### src/rtl/seg_scan_driver_pkg.sv
// Shared constants, FSM state type and hex-to-segment table for the scan driver.
package seg_pkg;

    localparam int         NUM_DIGITS = 8;
    localparam logic [7:0] SEG_BLANK  = 8'hFF;

    typedef enum logic {
        IDLE = 1'b0,
        SCAN = 1'b1
    } state_t;

    // Active-low segment pattern for one hex digit; bit7 (dp) is always off.
    function automatic logic [7:0] hex_seg(input logic [3:0] nibble);
        logic [7:0] seg;
        case (nibble)
            4'h0: seg = 8'hC0;
            4'h1: seg = 8'hF9;
            4'h2: seg = 8'hA4;
            4'h3: seg = 8'hB0;
            4'h4: seg = 8'h99;
            4'h5: seg = 8'h92;
            4'h6: seg = 8'h82;
            4'h7: seg = 8'hF8;
            4'h8: seg = 8'h80;
            4'h9: seg = 8'h90;
            4'hA: seg = 8'h88;
            4'hB: seg = 8'h83;
            4'hC: seg = 8'hC6;
            4'hD: seg = 8'hA1;
            4'hE: seg = 8'h86;
            default: seg = 8'h8E;
        endcase
        return seg;
    endfunction

endpackage

### src/rtl/seg_scan_driver_if.sv
// Bundle between the display-register side and the panel side of the scan driver.
interface seg_scan_driver_if;

    logic        load;
    logic [31:0] data_in;
    logic        blank_lz;
    logic        enable;
    logic [2:0]  which;
    logic [7:0]  code;
    logic        frame_done;

    modport master (
        output load, data_in, blank_lz,
        input  enable, which, code, frame_done
    );

    modport slave (
        input  load, data_in, blank_lz,
        output enable, which, code, frame_done
    );

endinterface

### src/rtl/seg_scan_driver_hex_to_seg.sv
// Combinational nibble to seven-segment decoder.
module hex_to_seg
    import seg_pkg::*;
(
    input  logic [3:0] i_nibble,
    output logic [7:0] o_seg
);

    assign o_seg = hex_seg(i_nibble);

endmodule

### src/rtl/seg_scan_driver.sv
// Eight-digit multiplexed seven-segment scanner with frame-aligned double buffering.
module seg_scan_driver
    import seg_pkg::*;
#(
    parameter int DIV = 4
) (
    input  logic               clk,
    input  logic               rst,
    seg_scan_driver_if.slave   bus
);

    localparam int               CNT_W    = (DIV > 1) ? $clog2(DIV) : 1;
    localparam logic [CNT_W-1:0] CNT_LAST = CNT_W'(DIV - 1);

    state_t                r_state;
    state_t                w_state_next;
    logic [31:0]           r_active;
    logic [31:0]           w_active_next;
    logic [31:0]           r_pending;
    logic [31:0]           w_pending_next;
    logic                  r_pend_v;
    logic                  w_pend_v_next;
    logic [CNT_W-1:0]      r_cnt;
    logic [CNT_W-1:0]      w_cnt_next;
    logic [2:0]            r_which;
    logic [2:0]            w_which_next;
    logic                  r_enable;
    logic [7:0]            r_code;
    logic [7:0]            w_code_next;
    logic                  r_frame_done;

    logic                  w_advance;
    logic                  w_boundary;
    logic [3:0]            w_nibble;
    logic [7:0]            w_seg;
    logic [NUM_DIGITS-1:0] w_upper_zero;

    assign w_advance  = (r_state == SCAN) && (r_cnt == CNT_LAST);
    assign w_boundary = w_advance && (r_which == 3'(NUM_DIGITS - 1));

    // State register.
    always_ff @(posedge clk) begin
        if (rst) begin
            r_state <= IDLE;
        end else begin
            r_state <= w_state_next;
        end
    end

    // Next state: leave IDLE on the first load, then scan until reset.
    always_comb begin
        w_state_next = r_state;
        if (r_state == IDLE && bus.load) begin
            w_state_next = SCAN;
        end
    end

    // Next-cycle datapath: prescaler, digit index, and active/pending buffer swap.
    always_comb begin
        w_active_next  = r_active;
        w_pending_next = r_pending;
        w_pend_v_next  = r_pend_v;
        w_cnt_next     = r_cnt;
        w_which_next   = r_which;
        if (r_state == IDLE) begin
            if (bus.load) begin
                w_active_next = bus.data_in;
                w_pend_v_next = 1'b0;
                w_cnt_next    = '0;
                w_which_next  = '0;
            end
        end else begin
            if (w_advance) begin
                w_cnt_next   = '0;
                w_which_next = r_which + 3'd1;
            end else begin
                w_cnt_next   = r_cnt + CNT_W'(1);
            end
            // A load on the boundary itself is newer than anything pending.
            if (w_boundary) begin
                if (bus.load) begin
                    w_active_next = bus.data_in;
                    w_pend_v_next = 1'b0;
                end else if (r_pend_v) begin
                    w_active_next = r_pending;
                    w_pend_v_next = 1'b0;
                end
            end else if (bus.load) begin
                w_pending_next = bus.data_in;
                w_pend_v_next  = 1'b1;
            end
        end
    end

    // Decode from next-cycle values so the registered code lines up with which.
    assign w_nibble = w_active_next[{w_which_next, 2'b00} +: 4];

    hex_to_seg u_hex_to_seg (
        .i_nibble (w_nibble),
        .o_seg    (w_seg)
    );

    // Digit 0 always shows, so a zero value still displays "0".
    assign w_upper_zero[0] = 1'b0;
    genvar gi;
    generate
        for (gi = 1; gi < NUM_DIGITS; gi++) begin : g_lz
            assign w_upper_zero[gi] = ~|w_active_next[31:4*gi];
        end
    endgenerate

    // Output decode: blank while idle or when the digit is a leading zero.
    always_comb begin
        w_code_next = w_seg;
        if (w_state_next != SCAN) begin
            w_code_next = SEG_BLANK;
        end else if (bus.blank_lz && w_upper_zero[w_which_next]) begin
            w_code_next = SEG_BLANK;
        end
    end

    // Datapath and output registers.
    always_ff @(posedge clk) begin
        if (rst) begin
            r_active     <= '0;
            r_pending    <= '0;
            r_pend_v     <= 1'b0;
            r_cnt        <= '0;
            r_which      <= '0;
            r_enable     <= 1'b0;
            r_code       <= SEG_BLANK;
            r_frame_done <= 1'b0;
        end else begin
            r_active     <= w_active_next;
            r_pending    <= w_pending_next;
            r_pend_v     <= w_pend_v_next;
            r_cnt        <= w_cnt_next;
            r_which      <= w_which_next;
            r_enable     <= (w_state_next == SCAN);
            r_code       <= w_code_next;
            r_frame_done <= w_boundary;
        end
    end

    assign bus.enable     = r_enable;
    assign bus.which      = r_which;
    assign bus.code       = r_code;
    assign bus.frame_done = r_frame_done;

endmodule

### src/flat_wrapper.sv
// flat-port wrapper written by rule: the top's interface ports become plain ports
module seg_scan_driver_flat import seg_pkg::*;
#(
    parameter int DIV = 4
)
  (clk, rst, bus_load, bus_data_in, bus_blank_lz, bus_enable, bus_which, bus_code, bus_frame_done);
  seg_scan_driver_if bus_i ();
  input  logic clk;
  input  logic rst;
  input wire logic [$bits(bus_i.load)-1:0] bus_load;
  input wire logic [$bits(bus_i.data_in)-1:0] bus_data_in;
  input wire logic [$bits(bus_i.blank_lz)-1:0] bus_blank_lz;
  output wire logic [$bits(bus_i.enable)-1:0] bus_enable;
  output wire logic [$bits(bus_i.which)-1:0] bus_which;
  output wire logic [$bits(bus_i.code)-1:0] bus_code;
  output wire logic [$bits(bus_i.frame_done)-1:0] bus_frame_done;
  assign bus_i.load = bus_load;
  assign bus_i.data_in = bus_data_in;
  assign bus_i.blank_lz = bus_blank_lz;
  assign bus_enable = bus_i.enable;
  assign bus_which = bus_i.which;
  assign bus_code = bus_i.code;
  assign bus_frame_done = bus_i.frame_done;
  seg_scan_driver #(.DIV(DIV)) u_core (.clk(clk), .rst(rst), .bus(bus_i));
endmodule
### config.mk
export PLATFORM = sky130hd
export DESIGN_NAME = seg_scan_driver_flat
export DESIGN_NICKNAME = d
export VERILOG_FILES = /design/src/rtl/seg_scan_driver_pkg.sv /design/src/rtl/seg_scan_driver_if.sv /design/src/rtl/seg_scan_driver_hex_to_seg.sv /design/src/rtl/seg_scan_driver.sv /design/src/flat_wrapper.sv
export SDC_FILE = /design/constraint.sdc
export NUM_CORES = 1
export LEC_CHECK = 0
export ABC_AREA = 1
export CORE_ASPECT_RATIO = 0.9
export CORE_MARGIN = 2
export CORE_UTILIZATION = 40
export DETAILED_ROUTE_END_ITERATION = 8
export HOLD_SLACK_MARGIN = 0.1
export PLACE_DENSITY_LB_ADDON = 0.05
export SLEW_MARGIN = 10
export SYNTH_ARGS = -nofsm -noshare
export SYNTH_HDL_FRONTEND = slang
export SYNTH_HIERARCHICAL = 1
export SYNTH_SLANG_ARGS = --single-unit
### constraint.sdc
create_clock -name clk -period 3 [get_ports clk]
set_clock_uncertainty 0.15 [all_clocks]
set_input_delay 0.45 -clock clk [delete_from_list [all_inputs] [get_ports clk]]
set_output_delay 0.45 -clock clk [all_outputs]
set_load 0.005 [all_outputs]
==> results.rst, run 1 <==
.. list-table::
   :header-rows: 1

   * - Metric
     - Value
   * - Min-delay worst type
     - in -> reg
   * - Amount of wire on met2 after detailed routing
     - 6695 microns
   * - Via density per instance
     - 5.054
   * - CTS tree
     - built
   * - Root cell of the clock tree
     - sky130_fd_sc_hd__clkbuf_16
   * - Number of routed nets with antenna violations
     - 0
   * - Detailed-placement wirelength estimate
     - 10660 microns
   * - Biggest area consumer among synthesized cells
     - sky130_fd_sc_hd__dfxtp_1
   * - Total negative slack
     - 0 ns
   * - Number of DRC markers in iteration 0
     - 333
   * - Highest routing layer actually used
     - met4
   * - Crit-path cells
     - ha_4, ha_4, nand3_4, buf_12, buf_4, nor2_1, o21ai_1, a21oi_2, o21ai_0, nor2_1, a22oi_1, buf_4, buf_12, o21ai_2, nand2_1, nand2_1, inv_1, nand3_1
   * - Power per unit of standard cell area
     - 461.9 mW/mm^2
   * - Worst Max-Slew Pin Slew
     - 0.5914 ns
   * - Hold Buf Count CTS
     - 0
   * - Non-filler cells in the finished layout
     - 1029
   * - Maximum net fanout on the critical path
     - 8
   * - Initial Utilization
     - 0.4053
   * - Maxcap violations
     - 0
   * - Final setup violation count
     - 0
   * - Most used flip-flop cell after synthesis
     - sky130_fd_sc_hd__dfxtp_1
   * - Leak pwr
     - 2.912 nW
   * - Skew-Pair Late Insertion Delay
     - 0.35 ns
   * - Final critical-path required period
     - 2.876 ns
   * - Boundary Pins
     - 49
   * - Slowest cell on crit path
     - sky130_fd_sc_hd__dfxtp_2
   * - Die boundary height
     - 108.3 microns
   * - Nets@finish
     - 910
   * - Footprint of the multi-input gates
     - 0.002725 sq mm
   * - Fraction of the cycle the final worst path needs
     - 0.9586
   * - Total of warnings raised by yosys
     - 6
   * - Sequential element share of the synthesized area
     - 0.3311
   * - Syn Inst Count
     - 774
   * - Area growth from synthesis to final layout
     - 32.13%
   * - Post-synthesis instance area
     - 0.004837 sq mm
   * - Pwr Total
     - 2.952 mW
   * - Arrival @ worst endpoint
     - 3.01 ns
   * - Number of global-route vias before repair
     - 4729
   * - Number of buffers created by CTS
     - 9
   * - Worst Setup Slack post-DPL
     - -0.3432 ns
   * - Final Hold Fails
     - 0
   * - Peak supply drop
     - 0.0003263 V
   * - Sum of met3 wire segment lengths after detailed routing
     - 626 microns
   * - Reg area
     - 0.001605 sq mm
   * - CP Class
     - reg -> reg
   * - Fin worst setup slack
     - 0.1243 ns
   * - Post-placement cell area
     - 0.005856 sq mm
   * - CP max stage delay
     - 0.35 ns
   * - Pins over their slew limit
     - 0
   * - Layout fillers
     - 1215
   * - Post-route cell area
     - 0.006391 sq mm
   * - Buffers on Ports
     - 48
   * - Number of nets produced by synthesis
     - 820
   * - Wire length of the first global-routing pass
     - 23520 microns
   * - M1 WL
     - 7377 microns
   * - Max_slew headroom
     - 0.6043
   * - Std-Cell Rows
     - 38
   * - Die outline area
     - 0.01299 sq mm
   * - Area fraction of the dominant cell type after synthesis
     - 0.3311
   * - Avg WL per Cell
     - 14.50 microns
   * - Overflow after GRT
     - 0
   * - Worst setup SP type
     - register
   * - Maximum number of pins on one net before global-route repair
     - 45
   * - Async SR Flop Fraction
     - 0
   * - DRC errors left
     - 0
   * - Netlist cell types
     - 31
   * - Fmax
     - 347.7 MHz
   * - Result of the run
     - completed
   * - Sink Count
     - 80
   * - Gp weighted congestion
     - 0.9151
   * - Layout cells sized above 1
     - 0.1577
   * - Most instantiated cells after synthesis
     - sky130_fd_sc_hd__nand2_1, sky130_fd_sc_hd__inv_1, sky130_fd_sc_hd__dfxtp_1
   * - Die W
     - 119.9 microns
   * - All-Layer GR Usage
     - 0.2319
   * - Number of instances in the placed design
     - 1006
   * - Initial antenna violation count
     - 0
   * - Most numerous cell in the Yosys netlist
     - sky130_fd_sc_hd__nand2_1
   * - Post-synth EDFFs
     - 0
   * - Number of iterations in the first detailed-routing pass
     - 5
   * - Antenna diode count
     - 0
   * - Total wire length
     - 14920 microns
   * - Type of destination of the critical path
     - register
   * - Max Buffers Root-to-Sink
     - 2
   * - Clk pin slew, worst setup/hold paths
     - 0.06 ns
   * - Number of flip-flops and latches in the synthesized netlist
     - 80
   * - Syn Area/Cell
     - 6.250 sq um
   * - WP data required
     - 3.13 ns
   * - Area contributors post-synth
     - sky130_fd_sc_hd__dfxtp_1, sky130_fd_sc_hd__nand2_1, sky130_fd_sc_hd__inv_1
   * - H-tree levels
     - 3
   * - Total number of vias
     - 5201
   * - Core Footprint
     - 0.01193 sq mm
sequential cells by signal (all words and copies together), names as in the netlist:
signal                 count
u_core/bus.frame_done      1
u_core/r_active           32
u_core/r_pend_v            1
u_core/bus.enable          1
u_core/bus.code            8
u_core/bus.which           3
u_core/r_pending          32
u_core/r_cnt               2
layer usage:
layer / vias up / global-route usage
met2: 110 / 0.3750
met1: 2406 / 0.3109
met3: 19 / 0.04641
met5: - / 0
li1: 2666 / -
met4: 0 / 0.07647
cells by family (layout without fill, tap and decap cells):
logic type	count (synthesis)	in the layout	synth area share
and+or+nand+nor	381	381	0.3213
xor gates and xnor gates	1	1	0.001811
DFF	80	80	0.3311
adders and majority gates	10	10	0.02587
other	1	1	0.0007753
AOI/OAI and AO/OA	154	154	0.1932
buffers and inverters	147	242	0.1260
where the power goes:
group / internal [mW] / switching (mW)
Combinational: 0.252 / 0.336
Sequential: 1.13 / 0.0310
Clock: 0.735 / 0.472
Total: 2.11 / 0.839
final timing paths:
path | from | to | slack, ns | depth (start not counted)
worst min-delay path | rst | u_core/r_pending[26]$_SDFFE_PP0P_ | 0.30 | 2
worst min register to register | u_core/r_pending[21]$_SDFFE_PP0P_ | u_core/r_pending[21]$_SDFFE_PP0P_ | 0.32 | 2
worst max-delay path | u_core/bus.which[1]$_SDFF_PP0_ | u_core/bus.code[6]$_SDFF_PP1_ | 0.12 | 18
worst max register to register | u_core/bus.which[1]$_SDFF_PP0_ | u_core/bus.code[6]$_SDFF_PP1_ | 0.12 | 18
worst max-delay path, delay by kind of cell (launching register included):
kind	cells	cell delay, ns
DFF	1	0.35
adders and majority gates	2	0.27
and+or+nand+nor	6	0.63
AOI/OAI and AO/OA	5	0.67
buffers and inverters	5	0.71
timing repair:
action                                  in CTS  in global routing
resized for setup                            5                 38
setup buffers                                0                  5
pin swaps                                    0                  5
endpoints found under the setup margin       7                  7
gates cloned                                 0                  2
area by class of cell:
cell class	instances	share of cell area
clock buffer	10	0.03583
clock inverter	6	0.01429
inverter	105	0.06206
multi-input combinational	547	0.4264
sequential	80	0.2512
tap	160	0.03132
timing repair buffer	121	0.1789
through the flow:
step / utilization / hold WS [ns]
floorplan: - / 0.2892
global placement: 0.4907 / 0.2990
detailed placement: 0.4907 / 0.3046
CTS: 0.5185 / 0.2928
global route: 0.5355 / 0.3059
finish: 0.5355 / 0.3044
cell usage in the layout (no fill, tap or decap), drive strengths merged:
cell           netlist  layout
xor2                 1       1
clkinv               0       2
a31oi                2       2
clkbuf              16      12
dfxtp               80      80
nand3               59      59
inv                105     107
conb                 1       1
o22ai                4       4
buf                 26      72
a211oi              19      19
a21oi               53      53
nor2                78      78
o21ai               38      38
or2                  1       1
nand4                1       1
clkdlybuf4s50        0      46
o211ai              22      22
bufinv               0       2
ha                  10      10
nand2              242     242
a22oi               14      14
dlymetal6s2s         0       1
o2111ai              2       2
Power figures use the tool's default switching activity.
==> inputs of run 2 (changes only) <==
Clock period 3 ns to 3.3 ns, I/O delays scaled along.
==> results.rst, run 2 (same netlist as run 1, synthesis figures left out) <==
.. list-table::
   :header-rows: 1

   * - Metric
     - Value
   * - Result of the run
     - completed (unchanged)
   * - Number of buffers created by CTS
     - 9 (unchanged)
   * - Antenna diode count
     - 0 (unchanged)
   * - Min-delay worst type
     - reg -> reg (was in -> reg)
   * - Die boundary height
     - 108.3 microns (unchanged)
   * - Number of routed nets with antenna violations
     - 0 (unchanged)
   * - Pins over their slew limit
     - 0 (unchanged)
   * - Worst Max-Slew Pin Slew
     - 0.6196 ns (was 0.5914 ns)
   * - Core Footprint
     - 0.01193 sq mm (unchanged)
   * - Pwr Total
     - 2.563 mW (was 2.952 mW)
   * - Footprint of the multi-input gates
     - 0.002639 sq mm (was 0.002725 sq mm)
   * - Buffers on Ports
     - 48 (unchanged)
   * - Layout fillers
     - 1280 (was 1215)
   * - Reg area
     - 0.001603 sq mm (was 0.001605 sq mm)
   * - Peak supply drop
     - 0.0002868 V (was 0.0003263 V)
   * - Initial antenna violation count
     - 0 (unchanged)
   * - Number of iterations in the first detailed-routing pass
     - 5 (unchanged)
   * - Layout cells sized above 1
     - 0.09762 (was 0.1577)
   * - Max_slew headroom
     - 0.5863 (was 0.6043)
   * - All-Layer GR Usage
     - 0.2354 (was 0.2319)
   * - Leak pwr
     - 2.731 nW (was 2.912 nW)
   * - CP Class
     - reg -> reg (unchanged)
   * - Nets@finish
     - 881 (was 910)
   * - Post-placement cell area
     - 0.005623 sq mm (was 0.005856 sq mm)
   * - WP data required
     - 3.36 ns (was 3.13 ns)
   * - Worst setup SP type
     - register (unchanged)
   * - RSZ-0062 raised after global routing
     - no
   * - Die W
     - 119.9 microns (unchanged)
   * - Fraction of the cycle the final worst path needs
     - 0.9060 (was 0.9586)
   * - Final Hold Fails
     - 0 (unchanged)
   * - Area growth from synthesis to final layout
     - 23.72% (was 32.13%)
   * - Total number of vias
     - 5078 (was 5201)
   * - H-tree levels
     - 3 (unchanged)
   * - Initial Utilization
     - 0.4053 (unchanged)
   * - Fmax
     - 334.5 MHz (was 347.7 MHz)
   * - Root cell of the clock tree
     - sky130_fd_sc_hd__clkbuf_16 (unchanged)
   * - Maxcap violations
     - 0 (unchanged)
   * - Number of DRC markers in iteration 0
     - 330 (was 333)
   * - Number of global-route vias before repair
     - 4935 (was 4729)
   * - Type of destination of the critical path
     - register (unchanged)
   * - Wire length of the first global-routing pass
     - 24180 microns (was 23520 microns)
   * - Maximum net fanout on the critical path
     - 7 (was 8)
   * - Hold Buf Count CTS
     - 0 (unchanged)
   * - Die outline area
     - 0.01299 sq mm (unchanged)
   * - Boundary Pins
     - 49 (unchanged)
   * - Sink Count
     - 80 (unchanged)
   * - Via density per instance
     - 5.078 (was 5.054)
   * - Arrival @ worst endpoint
     - 3.05 ns (was 3.01 ns)
   * - Maximum number of pins on one net before global-route repair
     - 50 (was 45)
   * - Commonest non-fill, non-tap cell in the layout
     - sky130_fd_sc_hd__nand2_1 (unchanged)
   * - Gp weighted congestion
     - 0.8879 (was 0.9151)
   * - Post-route cell area
     - 0.005984 sq mm (was 0.006391 sq mm)
   * - Final critical-path required period
     - 2.990 ns (was 2.876 ns)
   * - CTS tree
     - built (unchanged)
   * - Final setup violation count
     - 0 (unchanged)
   * - Total wire length
     - 14470 microns (was 14920 microns)
   * - Std-Cell Rows
     - 38 (unchanged)
   * - Avg WL per Cell
     - 14.47 microns (was 14.50 microns)
   * - Highest-count cells in the layout ignoring fill and taps
     - sky130_fd_sc_hd__nand2_1, sky130_fd_sc_hd__inv_1, sky130_fd_sc_hd__dfxtp_1 (unchanged)
   * - Skew-Pair Late Insertion Delay
     - 0.35 ns (about the same)
   * - Max Buffers Root-to-Sink
     - 2 (unchanged)
   * - Clk pin slew, worst setup/hold paths
     - 0.06 ns (about the same)
   * - DRC errors left
     - 0 (unchanged)
   * - Detailed-placement wirelength estimate
     - 10330 microns (was 10660 microns)
   * - Overflow after GRT
     - 0 (unchanged)
   * - Power per unit of standard cell area
     - 428.3 mW/mm^2 (was 461.9 mW/mm^2)
-- run 2: worst paths after layout --
path | startpoint | end | slack, ns | cells after the start
setup reg to reg | u_core/bus.which[1]$_SDFF_PP0_ | u_core/bus.code[0]$_SDFF_PP1_ | 0.31 | 19
hold / removal | u_core/r_pending[14]$_SDFFE_PP0P_ | u_core/r_pending[14]$_SDFFE_PP0P_ | 0.32 | 2
setup / recovery | u_core/bus.which[1]$_SDFF_PP0_ | u_core/bus.code[0]$_SDFF_PP1_ | 0.31 | 19
hold reg to reg | u_core/r_pending[14]$_SDFFE_PP0P_ | u_core/r_pending[14]$_SDFFE_PP0P_ | 0.32 | 2
-- run 2: what timing repair did --
| action | CTS | global route |
|---|---|---|
| resized for setup | 0 | 6 |
| buffers inserted | 0 | 3 |
| hold endpoints to repair | 0 | 0 |
| setup endpoints to repair | 0 | 7 |
-- run 2: cell type report --
cell class | count | share of cell area
multi-input combinational | 547 | 0.4409
timing repair buffer | 92 | 0.1418
sequential | 80 | 0.2678
clock inverter | 3 | 0.006690
clock buffer | 13 | 0.04349
tap | 160 | 0.03345
inverter | 105 | 0.06586
-- run 2: layer usage --
layer / wire length, microns / track usage
met4: 121 / 0.05546
met1: 6973 / 0.3146
met2: 6507 / 0.3827
met5: 0 / 0
met3: 865 / 0.05960
-- run 2: where the power goes --
group	internal (mW)	leakage [nW]	total, mW	switching, mW
registers	1.02	0.657	1.05	0.0261
logic	0.198	1.92	0.487	0.290
clock network	0.625	0.150	1.03	0.401
-- run 2: through the flow --
stage | instances | hold slack (ns) | setup TNS (ns) | utilization | worst slack (ns)
2_1_floorplan | 774 | 0.2892 | 0 | - | 0.6782
3_3_place_gp | 980 | 0.3000 | -0.2689 | 0.4712 | -0.08335
3_5_place_dp | 980 | 0.3059 | -0.1902 | 0.4712 | -0.05716
4_1_cts | 996 | 0.3146 | 0 | 0.4963 | 0.1743
5_1_grt | 1000 | 0.3340 | 0 | 0.5015 | 0.0005493
6_report | 1000 | 0.3173 | 0 | 0.5015 | 0.3100
-- run 2: critical path, cell delays in order, from the launching register on --
cell	delay (ns)
sky130_fd_sc_hd__dfxtp_2	0.36
sky130_fd_sc_hd__ha_1	0.16
sky130_fd_sc_hd__ha_2	0.19
sky130_fd_sc_hd__nand3_4	0.14
sky130_fd_sc_hd__buf_4	0.22
sky130_fd_sc_hd__nand2_1	0.19
sky130_fd_sc_hd__nand3_1	0.12
sky130_fd_sc_hd__nand3_1	0.11
sky130_fd_sc_hd__inv_1	0.07
sky130_fd_sc_hd__o2111ai_1	0.17
sky130_fd_sc_hd__nand2_1	0.07
sky130_fd_sc_hd__nand2_1	0.16
sky130_fd_sc_hd__inv_1	0.12
sky130_fd_sc_hd__ha_1	0.19
sky130_fd_sc_hd__inv_1	0.09
sky130_fd_sc_hd__nand2_1	0.08
sky130_fd_sc_hd__nand3_1	0.07
sky130_fd_sc_hd__nand2_1	0.05
sky130_fd_sc_hd__inv_1	0.05
sky130_fd_sc_hd__nand3_1	0.07
==> inputs of run 3 (changes only) <==
Settings changed: CORE_ASPECT_RATIO 0.9 to default, SYNTH_HIERARCHICAL 1 to default.
==> results.rst, run 3 <==
.. list-table::
   :header-rows: 1

   * - Metric
     - Value
   * - Die boundary height
     - 112.5 microns (was 108.3 microns)
   * - Overflow after GRT
     - 0 (unchanged)
   * - Total wire length
     - 14140 microns (was 14470 microns)
   * - Hold Buf Count CTS
     - 0 (unchanged)
   * - Most numerous cell on the critical path
     - sky130_fd_sc_hd__nand2_1 (unchanged)
   * - Min-delay worst type
     - reg -> reg (unchanged)
   * - Post-layout util
     - 0.4971 (was 0.5015)
   * - Sink Count
     - 79 (was 80)
   * - Area fraction of the dominant cell type after synthesis
     - 0.3362 (was 0.3311)
   * - Async SR Flop Fraction
     - 0 (unchanged)
   * - Skew-Pair Late Insertion Delay
     - 0.35 ns (about the same)
   * - Type of destination of the critical path
     - register (unchanged)
   * - Syn Inst Count
     - 783 (was 774)
   * - Antenna diode count
     - 0 (unchanged)
   * - Power per unit of standard cell area
     - 442.4 mW/mm^2 (was 428.3 mW/mm^2)
   * - RSZ-0062 raised after global routing
     - no (unchanged)
   * - Worst Setup SP
     - u_core.bus.which[0]$_SDFF_PP0_ (was u_core/bus.which[1]$_SDFF_PP0_)
   * - Number of iterations in the first detailed-routing pass
     - 8 (was 5)
   * - Worst setup SP type
     - register (unchanged)
   * - Std-Cell Rows
     - 39 (was 38)
   * - Area contributors post-synth
     - sky130_fd_sc_hd__dfxtp_1, sky130_fd_sc_hd__nand2_1, sky130_fd_sc_hd__nand3_1 (was sky130_fd_sc_hd__dfxtp_1, sky130_fd_sc_hd__nand2_1, sky130_fd_sc_hd__inv_1)
   * - Nets@finish
     - 877 (was 881)
   * - Result of the run
     - completed (unchanged)
   * - Peak supply drop
     - 0.0003222 V (was 0.0002868 V)
   * - Sum of met3 wire segment lengths after detailed routing
     - 417 microns (was 865 microns)
   * - Max Buffers Root-to-Sink
     - 2 (unchanged)
   * - WP data required
     - 3.39 ns (was 3.36 ns)
   * - Die outline area
     - 0.01265 sq mm (was 0.01299 sq mm)
   * - All-Layer GR Usage
     - 0.2398 (was 0.2354)
   * - Netlist cell types
     - 27 (was 31)
   * - Fraction of the cycle the final worst path needs
     - 0.9007 (was 0.9060)
   * - Post-synth EDFFs
     - 0 (unchanged)
   * - CP max stage delay
     - 0.40 ns (was 0.36 ns)
   * - Wire length of the first global-routing pass
     - 24180 microns (unchanged)
   * - Initial antenna violation count
     - 0 (unchanged)
   * - Number of global-route vias before repair
     - 4928 (was 4935)
   * - Initial Utilization
     - 0.4103 (was 0.4053)
   * - Biggest area consumer among synthesized cells
     - sky130_fd_sc_hd__dfxtp_1 (unchanged)
   * - Total number of vias
     - 5003 (was 5078)
   * - Arrival @ worst endpoint
     - 3.06 ns (was 3.05 ns)
   * - Highest-count cells in the layout ignoring fill and taps
     - sky130_fd_sc_hd__nand2_1, sky130_fd_sc_hd__nor2_1, sky130_fd_sc_hd__inv_1 (was sky130_fd_sc_hd__nand2_1, sky130_fd_sc_hd__inv_1, sky130_fd_sc_hd__dfxtp_1)
   * - Leak pwr
     - 2.757 nW (was 2.731 nW)
   * - Pins over their slew limit
     - 0 (unchanged)
   * - Buffers on Ports
     - 47 (was 48)
   * - Boundary Pins
     - 49 (unchanged)
   * - Die W
     - 112.5 microns (was 119.9 microns)
   * - Most instantiated cells after synthesis
     - sky130_fd_sc_hd__nand2_1, sky130_fd_sc_hd__nor2_1, sky130_fd_sc_hd__inv_1 (was sky130_fd_sc_hd__nand2_1, sky130_fd_sc_hd__inv_1, sky130_fd_sc_hd__dfxtp_1)
   * - Sequential element share of the synthesized area
     - 0.3362 (was 0.3311)
   * - Gp weighted congestion
     - 0.8778 (was 0.8879)
   * - Total of cells resized after clock tree synthesis
     - 0 (unchanged)
   * - Syn Area/Cell
     - 6.008 sq um (was 6.250 sq um)
   * - Final Hold Fails
     - 0 (unchanged)
   * - Root cell of the clock tree
     - sky130_fd_sc_hd__clkbuf_16 (unchanged)
   * - Post-CTS setup repair buffer count
     - 0 (unchanged)
   * - Most used flip-flop cell after synthesis
     - sky130_fd_sc_hd__dfxtp_1 (unchanged)
   * - Maximum number of pins on one net before global-route repair
     - 49 (was 50)
   * - DRC errors left
     - 0 (unchanged)
   * - Area growth from synthesis to final layout
     - 21.17% (was 23.72%)
   * - Maxcap violations
     - 0 (unchanged)
   * - Detailed-placement wirelength estimate
     - 10440 microns (was 10330 microns)
   * - Final setup violation count
     - 0 (unchanged)
   * - Amount of wire on met2 after detailed routing
     - 6833 microns (was 6507 microns)
   * - Total of warnings raised by yosys
     - 0 (was 6)
   * - Layout cells sized above 1
     - 0.06946 (was 0.09762)
   * - Number of flip-flops and latches in the synthesized netlist
     - 79 (was 80)
   * - Total negative slack
     - 0 ns (unchanged)
   * - CP Class
     - reg -> reg (unchanged)
   * - Number of nets produced by synthesis
     - 828 (was 820)
   * - Commonest non-fill, non-tap cell in the layout
     - sky130_fd_sc_hd__nand2_1 (unchanged)
   * - Number of routed nets with antenna violations
     - 0 (unchanged)
   * - Avg WL per Cell
     - 14.46 microns (was 14.47 microns)
   * - Crit-path cells
     - ha_1, ha_1, nand3_2, buf_4, nor2_1, buf_4, nand2_1, nand3_1, nand2_1, nand2_1, inv_1, nand3_1, nand2_1, ha_1, nand3_1, nand2_1, nand2_1, nand2_1, inv_1, nand2_1 (was ha_1, ha_2, nand3_4, buf_4, nand2_1, nand3_1, nand3_1, inv_1, o2111ai_1, nand2_1, nand2_1, inv_1, ha_1, inv_1, nand2_1, nand3_1, nand2_1, inv_1, nand3_1)
   * - Number of DRC markers in iteration 0
     - 230 (was 330)
   * - H-tree levels
     - 3 (unchanged)
   * - Total buffers and inverters traversed by the critical path
     - 4 (was 5)
   * - Post-synthesis instance area
     - 0.004705 sq mm (was 0.004837 sq mm)
   * - Fmax
     - 336.4 MHz (was 334.5 MHz)
   * - Via density per instance
     - 5.116 (was 5.078)
   * - Source of the worst hold timing path
     - u_core.r_pending[24]$_SDFFE_PP0P_ (was u_core/r_pending[14]$_SDFFE_PP0P_)
   * - Highest routing layer actually used
     - met4 (unchanged)
   * - Most numerous cell in the Yosys netlist
     - sky130_fd_sc_hd__nand2_1 (unchanged)
   * - CTS tree
     - built (unchanged)
   * - Maximum net fanout on the critical path
     - 13 (was 7)
   * - M1 WL
     - 6612 microns (was 6973 microns)
   * - Final critical-path required period
     - 2.972 ns (was 2.990 ns)
   * - Clk pin slew, worst setup/hold paths
     - 0.06 ns (about the same)
   * - Number of buffers created by CTS
     - 9 (unchanged)
   * - Reg-to-Reg Start
     - u_core.bus.which[0]$_SDFF_PP0_ (was u_core/bus.which[1]$_SDFF_PP0_)
   * - Largest delay contributor family on the critical path
     - simple AND/OR/NAND/NOR gates (unchanged)
   * - Core Footprint
     - 0.01147 sq mm (was 0.01193 sq mm)
   * - Slowest cell on crit path
     - sky130_fd_sc_hd__dfxtp_1 (was sky130_fd_sc_hd__dfxtp_2)
==> run 3: changes by cell type in the layout (fill, tap and decap cells not counted), sizes merged, moves of 16 or more <==
cell and change:
o211ai -21, nand2 +22, inv -16, o21ai +17
a211oi -18, nor2 +16, nand3 +24
==> run 3: path summary, 6_finish.rpt <==
path / to / slack (ns) / depth (start not counted)
hold reg to reg: u_core.r_pending[24]$_SDFFE_PP0P_ / 0.30 / 2
hold / removal: u_core.r_pending[24]$_SDFFE_PP0P_ / 0.30 / 2
setup reg to reg: u_core.bus.code[0]$_SDFF_PP1_ / 0.33 / 20
setup / recovery: u_core.bus.code[0]$_SDFF_PP1_ / 0.33 / 20
==> run 3: layout make-up <==
| type | instances | area [sq um] |
|---|---|---|
| Fill cell | 1232 | 5767 |
| Timing Repair Buffer | 77 | 708.2 |
| Clock buffer | 11 | 252.7 |
| Clock inverter | 3 | 43.79 |
| Inverter | 89 | 334.1 |
| Sequential cell | 79 | 1582 |
| Tap cell | 143 | 178.9 |
| Multi-Input combinational cell | 576 | 2601 |
==> run 3: per-stage QoR <==
stage | instance area (sq um) | setup slack, ns | std cells | hold WS [ns] | total power [mW]
final | 5700 | 0.3278 | 978 | 0.3007 | 2.522
after global routing | 5700 | 0.01192 | 978 | 0.3361 | 2.666
after CTS | 5698 | 0.2353 | 978 | 0.3045 | 2.541
after detailed placement | 5401 | 0.04361 | 964 | 0.2951 | 1.517
after floorplan | 4705 | 0.7727 | 783 | 0.2786 | 1.339
after global placement | 5401 | 0.08650 | 964 | 0.2907 | 1.511
==> run 3: metal layers <==
| layer | up-vias | track usage |
|---|---|---|
| li1 | 2573 | - |
| met1 | 2329 | 0.3013 |
| met2 | 79 | 0.4233 |
| met3 | 22 | 0.03132 |
| met4 | 0 | 0.08211 |
| met5 | - | 0 |
==> run 3: cell families after synthesis <==
| kind of cell | share of synthesized area |
|---|---|
| fa+ha+maj | 0.02394 |
| simple gates | 0.3851 |
| compound gates | 0.1426 |
| other cells | 0.0007971 |
| buf+inv | 0.1114 |
| flops | 0.3362 |
==> run 3: report_power, final <==
part / internal (mW) / switching (mW) / leakage, nW / total (mW)
Sequential: 1.01 / 0.0252 / 0.649 / 1.04
Clock: 0.619 / 0.407 / 0.147 / 1.03
Combinational: 0.179 / 0.278 / 1.96 / 0.457
==> run 3: worst reg2reg max path, cell delays in order, from the launching register on <==
cell,delay [ns]
sky130_fd_sc_hd__dfxtp_1,0.40
sky130_fd_sc_hd__ha_1,0.19
sky130_fd_sc_hd__ha_1,0.16
sky130_fd_sc_hd__nand3_2,0.15
sky130_fd_sc_hd__buf_4,0.24
sky130_fd_sc_hd__nor2_1,0.09
sky130_fd_sc_hd__buf_4,0.22
sky130_fd_sc_hd__nand2_1,0.10
sky130_fd_sc_hd__nand3_1,0.17
sky130_fd_sc_hd__nand2_1,0.09
sky130_fd_sc_hd__nand2_1,0.07
sky130_fd_sc_hd__inv_1,0.04
sky130_fd_sc_hd__nand3_1,0.07
sky130_fd_sc_hd__nand2_1,0.15
sky130_fd_sc_hd__ha_1,0.24
sky130_fd_sc_hd__nand3_1,0.10
sky130_fd_sc_hd__nand2_1,0.06
sky130_fd_sc_hd__nand2_1,0.05
sky130_fd_sc_hd__nand2_1,0.05
sky130_fd_sc_hd__inv_1,0.05
sky130_fd_sc_hd__nand2_1,0.04
